[src/rtl/irq_scheduler_if.sv]
// Peripheral/CPU/bus signal bundle for the interrupt scheduler.
// The master side is the system (peripherals, CPU, bus host); the slave side is the scheduler.
interface irq_scheduler_if #(
    parameter int unsigned NumIrq = 4
);
    logic [NumIrq-1:0] irq_req;
    logic [NumIrq-1:0] cpu_irq_raise;
    logic [NumIrq-1:0] cpu_irq_ack;
    logic [7:0]        bus_addr;
    logic [7:0]        bus_wdata;
    logic              bus_we;
    logic [7:0]        bus_rdata;
    logic              bus_rd_hit;

    modport master (
        output irq_req, cpu_irq_ack, bus_addr, bus_wdata, bus_we,
        input  cpu_irq_raise, bus_rdata, bus_rd_hit
    );

    modport slave (
        input  irq_req, cpu_irq_ack, bus_addr, bus_wdata, bus_we,
        output cpu_irq_raise, bus_rdata, bus_rd_hit
    );
endinterface

[src/rtl/irq_scheduler.sv]
// Interrupt scheduler: edge capture, bus-programmable mask, fixed/round-robin winner selection,
// one-hot raise held until the CPU acknowledges. Small register block at BaseAddr+0..+2.
module irq_scheduler #(
    parameter int unsigned NumIrq   = 4,
    parameter logic [7:0]  BaseAddr = 8'hE0
) (
    input logic            clk_i,
    input logic            reset_ni,
    irq_scheduler_if.slave bus
);
    localparam int unsigned IdxW  = (NumIrq > 1) ? $clog2(NumIrq) : 1;
    localparam int unsigned ScanW = IdxW + 1;

    typedef enum logic [1:0] {StIdle, StRaise, StGap} state_e;

    state_e            state_q;
    logic [NumIrq-1:0] mask_q, pending_q, req_q, raise_q;
    logic              mode_q;
    logic [IdxW-1:0]   rr_ptr_q, win_q;
    logic [7:0]        rdata_q;
    logic              rd_hit_q;

    logic [NumIrq-1:0] elig, rise, w1c, ack_clr, pending_d, win_oh;
    logic              hit_mask, hit_pend, hit_mode, rd_valid, ack_done, win_found;
    logic [IdxW-1:0]   win_idx, start, rr_next;
    logic [ScanW-1:0]  scan;
    logic [7:0]        rdata_d;

    always_comb begin
        hit_mask  = bus.bus_addr == BaseAddr;
        hit_pend  = bus.bus_addr == BaseAddr + 8'd1;
        hit_mode  = bus.bus_addr == BaseAddr + 8'd2;
        rd_valid  = !bus.bus_we && (hit_mask || hit_pend || hit_mode);
        rise      = bus.irq_req & ~req_q;
        elig      = pending_q & mask_q;
        ack_done  = (state_q == StRaise) && bus.cpu_irq_ack[win_q];
        w1c       = (bus.bus_we && hit_pend) ? bus.bus_wdata[NumIrq-1:0] : '0;
        ack_clr   = '0;
        if (ack_done) ack_clr[win_q] = 1'b1;
        // A new edge outranks both W1C and the acknowledge clear.
        pending_d = (pending_q & ~(w1c | ack_clr)) | rise;
        rr_next   = (win_q == IdxW'(NumIrq - 1)) ? '0 : win_q + IdxW'(1);
        rdata_d   = '0;
        if (hit_mask) rdata_d = 8'(mask_q);
        if (hit_pend) rdata_d = 8'(pending_q);
        if (hit_mode) rdata_d = {7'b0, mode_q};
    end

    // Scan elig starting at rr_ptr (round-robin) or 0 (fixed), wrapping at NumIrq.
    always_comb begin
        start     = mode_q ? rr_ptr_q : '0;
        win_found = 1'b0;
        win_idx   = '0;
        scan      = '0;
        for (int unsigned k = 0; k < NumIrq; k++) begin
            scan = ScanW'(start) + ScanW'(k);
            if (scan >= ScanW'(NumIrq)) scan = scan - ScanW'(NumIrq);
            if (!win_found && elig[scan[IdxW-1:0]]) begin
                win_found = 1'b1;
                win_idx   = scan[IdxW-1:0];
            end
        end
        win_oh          = '0;
        win_oh[win_idx] = 1'b1;
    end

    always_ff @(posedge clk_i) begin
        if (!reset_ni) begin
            state_q   <= StIdle;
            mask_q    <= '1;
            pending_q <= '0;
            req_q     <= '0;
            raise_q   <= '0;
            mode_q    <= 1'b0;
            rr_ptr_q  <= '0;
            win_q     <= '0;
            rdata_q   <= '0;
            rd_hit_q  <= 1'b0;
        end else begin
            req_q     <= bus.irq_req;
            pending_q <= pending_d;
            if (bus.bus_we && hit_mask) mask_q <= bus.bus_wdata[NumIrq-1:0];
            if (bus.bus_we && hit_mode) mode_q <= bus.bus_wdata[0];
            rd_hit_q <= rd_valid;
            rdata_q  <= rd_valid ? rdata_d : '0;
            case (state_q)
                StIdle: begin
                    if (win_found) begin
                        win_q   <= win_idx;
                        raise_q <= win_oh;
                        state_q <= StRaise;
                    end
                end
                StRaise: begin
                    if (ack_done) begin
                        raise_q  <= '0;
                        rr_ptr_q <= rr_next;
                        state_q  <= StGap;
                    end
                end
                StGap:   state_q <= StIdle;
                default: begin
                    raise_q <= '0;
                    state_q <= StIdle;
                end
            endcase
        end
    end

    assign bus.cpu_irq_raise = raise_q;
    assign bus.bus_rdata     = rdata_q;
    assign bus.bus_rd_hit    = rd_hit_q;
endmodule

[src/flat_wrapper.sv]
// flat-port wrapper written by rule: the top's interface ports become plain ports
module irq_scheduler_flat 
#(
    parameter int unsigned NumIrq   = 4,
    parameter logic [7:0]  BaseAddr = 8'hE0
)
  (clk_i, reset_ni, bus_irq_req, bus_cpu_irq_ack, bus_bus_addr, bus_bus_wdata, bus_bus_we, bus_cpu_irq_raise, bus_bus_rdata, bus_bus_rd_hit);
  irq_scheduler_if #(.NumIrq(NumIrq)) bus_i ();
  input logic clk_i;
  input logic reset_ni;
  input wire logic [$bits(bus_i.irq_req)-1:0] bus_irq_req;
  input wire logic [$bits(bus_i.cpu_irq_ack)-1:0] bus_cpu_irq_ack;
  input wire logic [$bits(bus_i.bus_addr)-1:0] bus_bus_addr;
  input wire logic [$bits(bus_i.bus_wdata)-1:0] bus_bus_wdata;
  input wire logic [$bits(bus_i.bus_we)-1:0] bus_bus_we;
  output wire logic [$bits(bus_i.cpu_irq_raise)-1:0] bus_cpu_irq_raise;
  output wire logic [$bits(bus_i.bus_rdata)-1:0] bus_bus_rdata;
  output wire logic [$bits(bus_i.bus_rd_hit)-1:0] bus_bus_rd_hit;
  assign bus_i.irq_req = bus_irq_req;
  assign bus_i.cpu_irq_ack = bus_cpu_irq_ack;
  assign bus_i.bus_addr = bus_bus_addr;
  assign bus_i.bus_wdata = bus_bus_wdata;
  assign bus_i.bus_we = bus_bus_we;
  assign bus_cpu_irq_raise = bus_i.cpu_irq_raise;
  assign bus_bus_rdata = bus_i.bus_rdata;
  assign bus_bus_rd_hit = bus_i.bus_rd_hit;
  irq_scheduler #(.NumIrq(NumIrq), .BaseAddr(BaseAddr)) u_core (.clk_i(clk_i), .reset_ni(reset_ni), .bus(bus_i));
endmodule
[config.mk]
export PLATFORM = sky130hd
export DESIGN_NAME = irq_scheduler_flat
export DESIGN_NICKNAME = d
export VERILOG_FILES = /design/src/rtl/irq_scheduler_if.sv /design/src/rtl/irq_scheduler.sv /design/src/flat_wrapper.sv
export SDC_FILE = /design/constraint.sdc
export NUM_CORES = 1
export LEC_CHECK = 0
export BUFFER_PORTS_ARGS = -buffer_cell sky130_fd_sc_hd__buf_2
export CAP_MARGIN = 20
export CORE_AREA = 2 2 53 60
export DETAILED_ROUTE_END_ITERATION = 10
export DIE_AREA = 0 0 55 62
export HOLD_SLACK_MARGIN = 0.08
export PLACE_DENSITY = 0.74
export SLEW_MARGIN = 20
export SYNTH_ARGS = -nofsm -noshare
export SYNTH_HDL_FRONTEND = slang
export SYNTH_SLANG_ARGS = --single-unit
[constraint.sdc]
create_clock -name clk_i -period 4 [get_ports clk_i]
set_input_delay 0.2 -clock clk_i [delete_from_list [all_inputs] [get_ports clk_i]]
set_output_delay 0.2 -clock clk_i [all_outputs]
set_load 0.01 [all_outputs]
==> reports/qor.yml, run 1 <==
crit_family: "multiplexers"
vdd_drop_max_v: 0.0002001
cts_made_buffers: 3
layout_worst_path_cycle_share: 0.4587
insertion_delay_ns: 0.33
timing.rr.start: "u_core.win_q[0]$_SDFFE_PN0P_"
root_buffer: "clkbuf_4"
synth_edf_count: 0
grt_overflow: 0
cp-end-kind: "register"
path_depth: 5
cap_violations: 0
powerDensity_mw_per_mm2: 371.4
cp.required_ns: 4.28
post_drt_wl_per_cell_um: 12.72
grt_pass1_vias: 983
hpwl_mm: 1.982
max_stage_delay_ns: 0.56
cts_num_sinks: 28
initial_core_util: 0.4593
critPathCapture: "u_core.pending_q[2]$_SDFF_PN0_"
grt_pass1_wl_mm: 4.112
setup_viol: 0
place_congestion: 0.8523
yosysUniqueCellTypes: 36
setup-tns-final_ns: 0
area_growth_pct: 16.49
place_area_mm2: 0.001470
path_cells: "mux4_2, and3b_1, a22oi_1, nand3_1, o21ai_2"
outcome: "complete, no violations"
h-tree-depth: 1
holdCritPathClass: "primary input to register"
clock_path_buffers: 2
cts_resized: 0
multiInputGateArea_um2: 681.9
final.fill_count: 259
syn_area_mm2: 0.001328
avgViaCountPerCell: 5.290
final_max_slew_viol_count: 0
antenna_found_initial: 0
place.port_buffers: 31
cts-hold-fix-buffers: 4
ys_ff_latch: 28
yosysWarnings: 0
row_count: 21
fin_nets: 212
worstSetupPathType: "register to register"
vias: 1132
max_freq_mhz: 545.1
routed_wl_mm: 2.723
drive_above_1_share: 0.2389
first_pass_iters: 4
coreArea_mm2: 0.002890
cp-startpoint: "u_core.win_q[0]$_SDFFE_PN0P_"
drtIter0Drc: 50
p_leak_nw: 0.7091
period_needed_ns: 1.835
dieArea_mm2: 0.003410
r2r_end: "u_core.pending_q[2]$_SDFF_PN0_"
grt_setup_unrepaired: "false"
start_kind: "register"
gr-usage-all-layers: 0.1682
final_common_cell: "buf_2"
n_antenna_cell: 0
final-hold-violation-count: 0
ant_nets: 0
tritoncts: "yes"
worst_path_max_delay_cell: "mux4_2"
ys_seq_area_frac: 0.4222
ioPinCount: 40
drc_errors: 0
grt_max_degree: 19
ff_latch_area_um2: 560.5
ff2ff_path_depth: 5
cp_max_fo: 7
fin_worst_skew_ns: 0.006409
cts_setup_buffers: 0
die_width_um: 55
final_cell_area_mm2: 0.001546
die_h_um: 62
final_cell_mix: "buf_2, dfxtp_1, nand2_1"
synthCells: 147
arrival_ns: 2.12
path_buf_inv: 0
clkTransAtPathRegs_ns: 0.15
regToRegSetupSlack_ns: 2.17
synthArstFlopShare: 0
synthFlopType: "dfxtp_1"
syn_avg_cell_area_um2: 9.031
[worst reg2reg max path, delay by kind of cell (launching register included)]
| kind | cells | cell delay (ns) |
|---|---|---|
| and+or+nand+nor | 2 | 0.41 |
| muxes | 1 | 0.57 |
| DFF | 1 | 0.49 |
| AOI/OAI and AO/OA | 2 | 0.31 |
[flip-flops by register name, summed over array words and instances, names as in the netlist]
register,flops
u_core.req_q,4
u_core.bus.bus_rdata,4
u_core.mask_q,4
u_core.rr_ptr_q,2
u_core.bus.cpu_irq_raise,4
u_core.mode_q,1
u_core.win_q,2
u_core.pending_q,4
u_core.bus.bus_rd_hit,1
u_core.state_q,2
[power breakdown]
group | switching, mW | total, mW | leakage [nW] | internal [mW]
combinational | 0.0636 | 0.118 | 0.459 | 0.0539
clock | 0.0828 | 0.139 | 0.0210 | 0.0558
sequential | 0.0203 | 0.318 | 0.229 | 0.298
total | 0.167 | 0.574 | 0.709 | 0.408
[worst min-delay path by stage]
stage,from,slack (ns),end,cells after the start
5_1_grt,bus_bus_wdata[2],0.09,u_core.mask_q[2]$_SDFFE_PN1P_,3
3_5_place_dp,u_core.req_q[1]$_SDFF_PN0_,0.41,u_core.pending_q[1]$_SDFF_PN0_,1
6_report,bus_bus_wdata[2],0.09,u_core.mask_q[2]$_SDFFE_PN1P_,3
4_1_cts,bus_bus_wdata[2],0.09,u_core.mask_q[2]$_SDFFE_PN1P_,3
3_3_place_gp,u_core.req_q[1]$_SDFF_PN0_,0.41,u_core.pending_q[1]$_SDFF_PN0_,1
2_1_floorplan,bus_bus_addr[1],0.29,u_core.bus.bus_rd_hit$_SDFF_PN0_,1
[metrics by stage]
stage / total power, mW / hold slack (ns) / util / std cells / worst slack, ns
after global placement: 0.4301 / 0.4063 / 0.5087 / 206 / 2.270
after detailed placement: 0.4376 / 0.4131 / 0.5087 / 206 / 2.227
after floorplan: 0.4075 / 0.2929 / - / 150 / 2.381
after global routing: 0.6045 / 0.09481 / 0.5351 / 214 / 2.034
after CTS: 0.5759 / 0.09471 / 0.5351 / 214 / 2.176
final: 0.5744 / 0.09156 / 0.5351 / 214 / 2.165
[logic make-up after synthesis]
kind of cell    synth area share
compound gates            0.1583
fa+ha+maj                0.03770
buf+inv                  0.07256
flops                     0.4222
mux                       0.1074
other cells             0.002825
simple gates              0.1989
[routing by layer]
metal / track usage / vias to the layer above / wire, µm
li1: - / 571 / -
met1: 0.1928 / 518 / 1077
met2: 0.2908 / 36 / 1400
met3: 0.02632 / 7 / 163
met4: 0.1010 / 0 / 82
met5: 0 / - / 0
[Yosys cell counts (3+ instances only)]
master	count	area (µm²)
nor3_1	3	15.01
inv_1	8	30.03
buf_4	6	45.04
a22oi_1	4	30.03
a21oi_1	8	40.04
dfxtp_1	28	560.5
nor2_1	13	48.80
ha_1	4	50.05
nand2_1	22	82.58
mux2i_1	12	120.1
o21ai_2	4	35.03
nand3_1	5	25.02
[layout make-up]
type | count | area share
multi-input combinational | 105 | 0.4409
sequential | 28 | 0.3625
tap | 34 | 0.02751
clock buffer | 4 | 0.02346
timing repair buffer | 35 | 0.1262
inverter | 8 | 0.01942
No activity file was read; power rests on OpenSTA's default activity.
==> run 2: changes to the inputs <==
--- a/config.mk
+++ b/config.mk
@@ -5,13 +5,14 @@
 export SDC_FILE = /design/constraint.sdc
 export NUM_CORES = 1
 export LEC_CHECK = 0
+export ABC_AREA = 1
 export BUFFER_PORTS_ARGS = -buffer_cell sky130_fd_sc_hd__buf_2
 export CAP_MARGIN = 20
-export CORE_AREA = 2 2 53 60
+export CORE_AREA = 2 2 57 65
 export DETAILED_ROUTE_END_ITERATION = 10
-export DIE_AREA = 0 0 55 62
+export DIE_AREA = 0 0 59 67
 export HOLD_SLACK_MARGIN = 0.08
-export PLACE_DENSITY = 0.74
+export PLACE_DENSITY = 0.73
 export SLEW_MARGIN = 20
 export SYNTH_ARGS = -nofsm -noshare
 export SYNTH_HDL_FRONTEND = slang
==> constraint.sdc (replaced) <==
create_clock -name clk_i -period 1.7 [get_ports clk_i]
set_input_delay 0.085 -clock clk_i [delete_from_list [all_inputs] [get_ports clk_i]]
set_output_delay 0.085 -clock clk_i [all_outputs]
set_load 0.01 [all_outputs]
==> reports/qor.yml, run 2 <==
root_buffer: "clkbuf_4"
p_leak_nw: 1.074
start_kind: "register"
dieArea_mm2: 0.003953
first_pass_iters: 4
tritoncts: "yes"
muxShareOfSynthArea: 0
final-hold-violation-count: 0
insertion_delay_ns: 0.32
hold_depth: 3
drc_errors: 0
h-tree-depth: 1
grt_pass1_wl_mm: 5.589
vias: 1574
ant_nets: 0
synth_compound_area_frac: 0.1158
grt_max_degree: 18
regToRegSetupSlack_ns: 0.02
synthTopCellsByCount: "nand2_1, inv_1, dfxtp_1"
cp_max_fo: 9
grt_setup_unrepaired: "true"
netlist_top_cells_area: "dfxtp_1, nand2_1, inv_1, nand3_1, nand4_1"
hp-start: "reset_ni"
min_to: "u_core.bus.cpu_irq_raise[0]$_SDFFE_PN0P_"
grt_overflow: 0
powerDensity_mw_per_mm2: 783.5
drive_above_1_share: 0.3014
yosysMostFrequentCell: "nand2_1"
fin_ws_ns: 0.02460
cp.required_ns: 1.96
avgViaCountPerCell: 4.950
ys_seq_area_frac: 0.3578
hpwl_mm: 2.494
arrival_ns: 1.94
finish.cell_count_without_fillers: 318
final_max_slew_viol_count: 0
synth_top_area_frac: 0.3578
yosysWarnings: 0
outcome: "complete, no violations"
place.port_buffers: 31
drtIter0Drc: 63
synth_xor_area_frac: 0
antenna_found_initial: 0
clock_path_buffers: 2
row_count: 22
final_common_cell: "nand2_1"
synthArstFlopShare: 0
cts_made_buffers: 3
clkTransAtPathRegs_ns: 0.15
die_width_um: 59
dpl_worst_slack_ns: 0.02618
finalPower_mw: 1.606
post_drt_wl_per_cell_um: 10.77
synth_fa_ha_area_frac: 0.03195
n_antenna_cell: 0
syn_avg_cell_area_um2: 6.781
ff2ff_path_depth: 12
layout_worst_path_cycle_share: 0.9855
yosysUniqueCellTypes: 28
r2r_end: "u_core.win_q[0]$_SDFFE_PN0P_"
synth_edf_count: 0
synth_top_family_by_area: "simple AND/OR/NAND/NOR gates"
fin_nets: 314
place_congestion: 0.8469
grt_pass1_vias: 1370
holdCritPathClass: "primary input to register"
dp.cells: 301
timing.rr.start: "u_core.mode_q$_SDFFE_PN0P_"
cap_violations: 0
synth_area_leader_cell: "dfxtp_1"
synthSimpleGateAreaFrac: 0.3810
final_cell_mix: "nand2_1, inv_1, buf_2"
period_needed_ns: 1.675
ioPinCount: 40
area_growth_pct: 30.83
fin_worst_skew_ns: 0.004218
worstSetupPathType: "register to register"
cts_num_sinks: 28
syn_area_mm2: 0.001567
cp-end-kind: "register"
setup_viol: 0
max_freq_mhz: 596.9
die_h_um: 67
coreArea_mm2: 0.003248
synthCells: 231
vdd_drop_max_v: 0.0005186
gr-usage-all-layers: 0.1824
initial_core_util: 0.4823
routed_wl_mm: 3.424
ys_ff_latch: 28
synthFlopType: "dfxtp_1"
## run 2: cell count changes in the layout (fill, tap and decap cells not counted), moves of 6 or more
cell,previous run,this run
dfxtp_1,28,21
nand4_1,1,11
inv_1,8,33
o21ai_0,2,8
nand3_1,5,18
nand2_2,0,16
mux2i_1,12,0
buf_4,0,7
nand2_1,22,60
## run 2: area by class of cell
cell class	instances	area, µm²
sequential	28	574.3
multi-input combinational	166	918.4
inverter	35	138.9
clock buffer	3	22.52
tap	36	45.04
clock inverter	1	30.03
fill	308	1199
timing repair buffer	49	320.3
## run 2: repair_timing
item	in CTS	in global routing
setup endpoints to repair	1	8
pin swaps	0	9
cloned	0	1
resized for setup	1	28
hold buffers	9	0
endpoints found under the hold margin	15	0
setup buffers	0	3
## run 2: logic make-up after synthesis
family / count (synthesis)
flip-flops: 28
AO/OA/AOI/OAI: 29
AND/OR/NAND/NOR: 128
buffers and inverters: 41
adder cells (fa/ha/maj): 4
other: 1
## run 2: power by group
part,leakage (nW),switching (mW),internal (mW)
sequential,0.232,0.0587,0.712
clock,0.0279,0.187,0.238
combinational,0.814,0.243,0.166
## run 2: critical path, stage by stage, from the launching register on
cell and delay [ns]:
dfxtp_4 0.42, nand2_8 0.10, inv_8 0.05, nand2_1 0.07, nand2_2 0.07, nand2_2 0.08, nand2_2 0.07, nor2_4 0.13
nand2_2 0.08, o21ai_4 0.26, buf_6 0.15, a21oi_2 0.05, nor2_1 0.08
## run 2: per-stage QoR
step / area [µm²] / utilization / hold slack (ns) / TNS [ns]
global route: 2049 / 0.6310 / 0.1329 / -0.4413
CTS: 1929 / 0.5940 / 0.1283 / 0
floorplan: 1578 / - / 0.1751 / 0
finish: 2049 / 0.6310 / 0.1313 / 0
global placement: 1785 / 0.5497 / 0.2786 / 0
detailed placement: 1785 / 0.5497 / 0.2826 / 0
## run 2: worst max-delay path by stage
stage / from / to / slack, ns / depth (start not counted)
2_1_floorplan: u_core.mode_q$_SDFFE_PN0P_ / u_core.win_q[0]$_SDFFE_PN0P_ / 0.19 / 12
3_3_place_gp: u_core.mode_q$_SDFFE_PN0P_ / u_core.win_q[0]$_SDFFE_PN0P_ / 0.05 / 12
3_5_place_dp: u_core.mode_q$_SDFFE_PN0P_ / u_core.win_q[0]$_SDFFE_PN0P_ / 0.03 / 12
4_1_cts: u_core.rr_ptr_q[0]$_SDFFE_PN0P_ / u_core.win_q[0]$_SDFFE_PN0P_ / 0.003 / 12
5_1_grt: u_core.mode_q$_SDFFE_PN0P_ / u_core.bus.cpu_irq_raise[3]$_SDFFE_PN0P_ / -0.1 / 12
6_report: u_core.mode_q$_SDFFE_PN0P_ / u_core.win_q[0]$_SDFFE_PN0P_ / 0.02 / 12
## run 2: metal layers
metal / wire length (µm) / GRT usage / part of all wire
met1: 1612 / 0.2438 / 0.47
met2: 1658 / 0.2972 / 0.48
met3: 133 / 0.02524 / 0.039
met4: 19 / 0.06250 / 0.0055
met5: 0 / 0 / 0
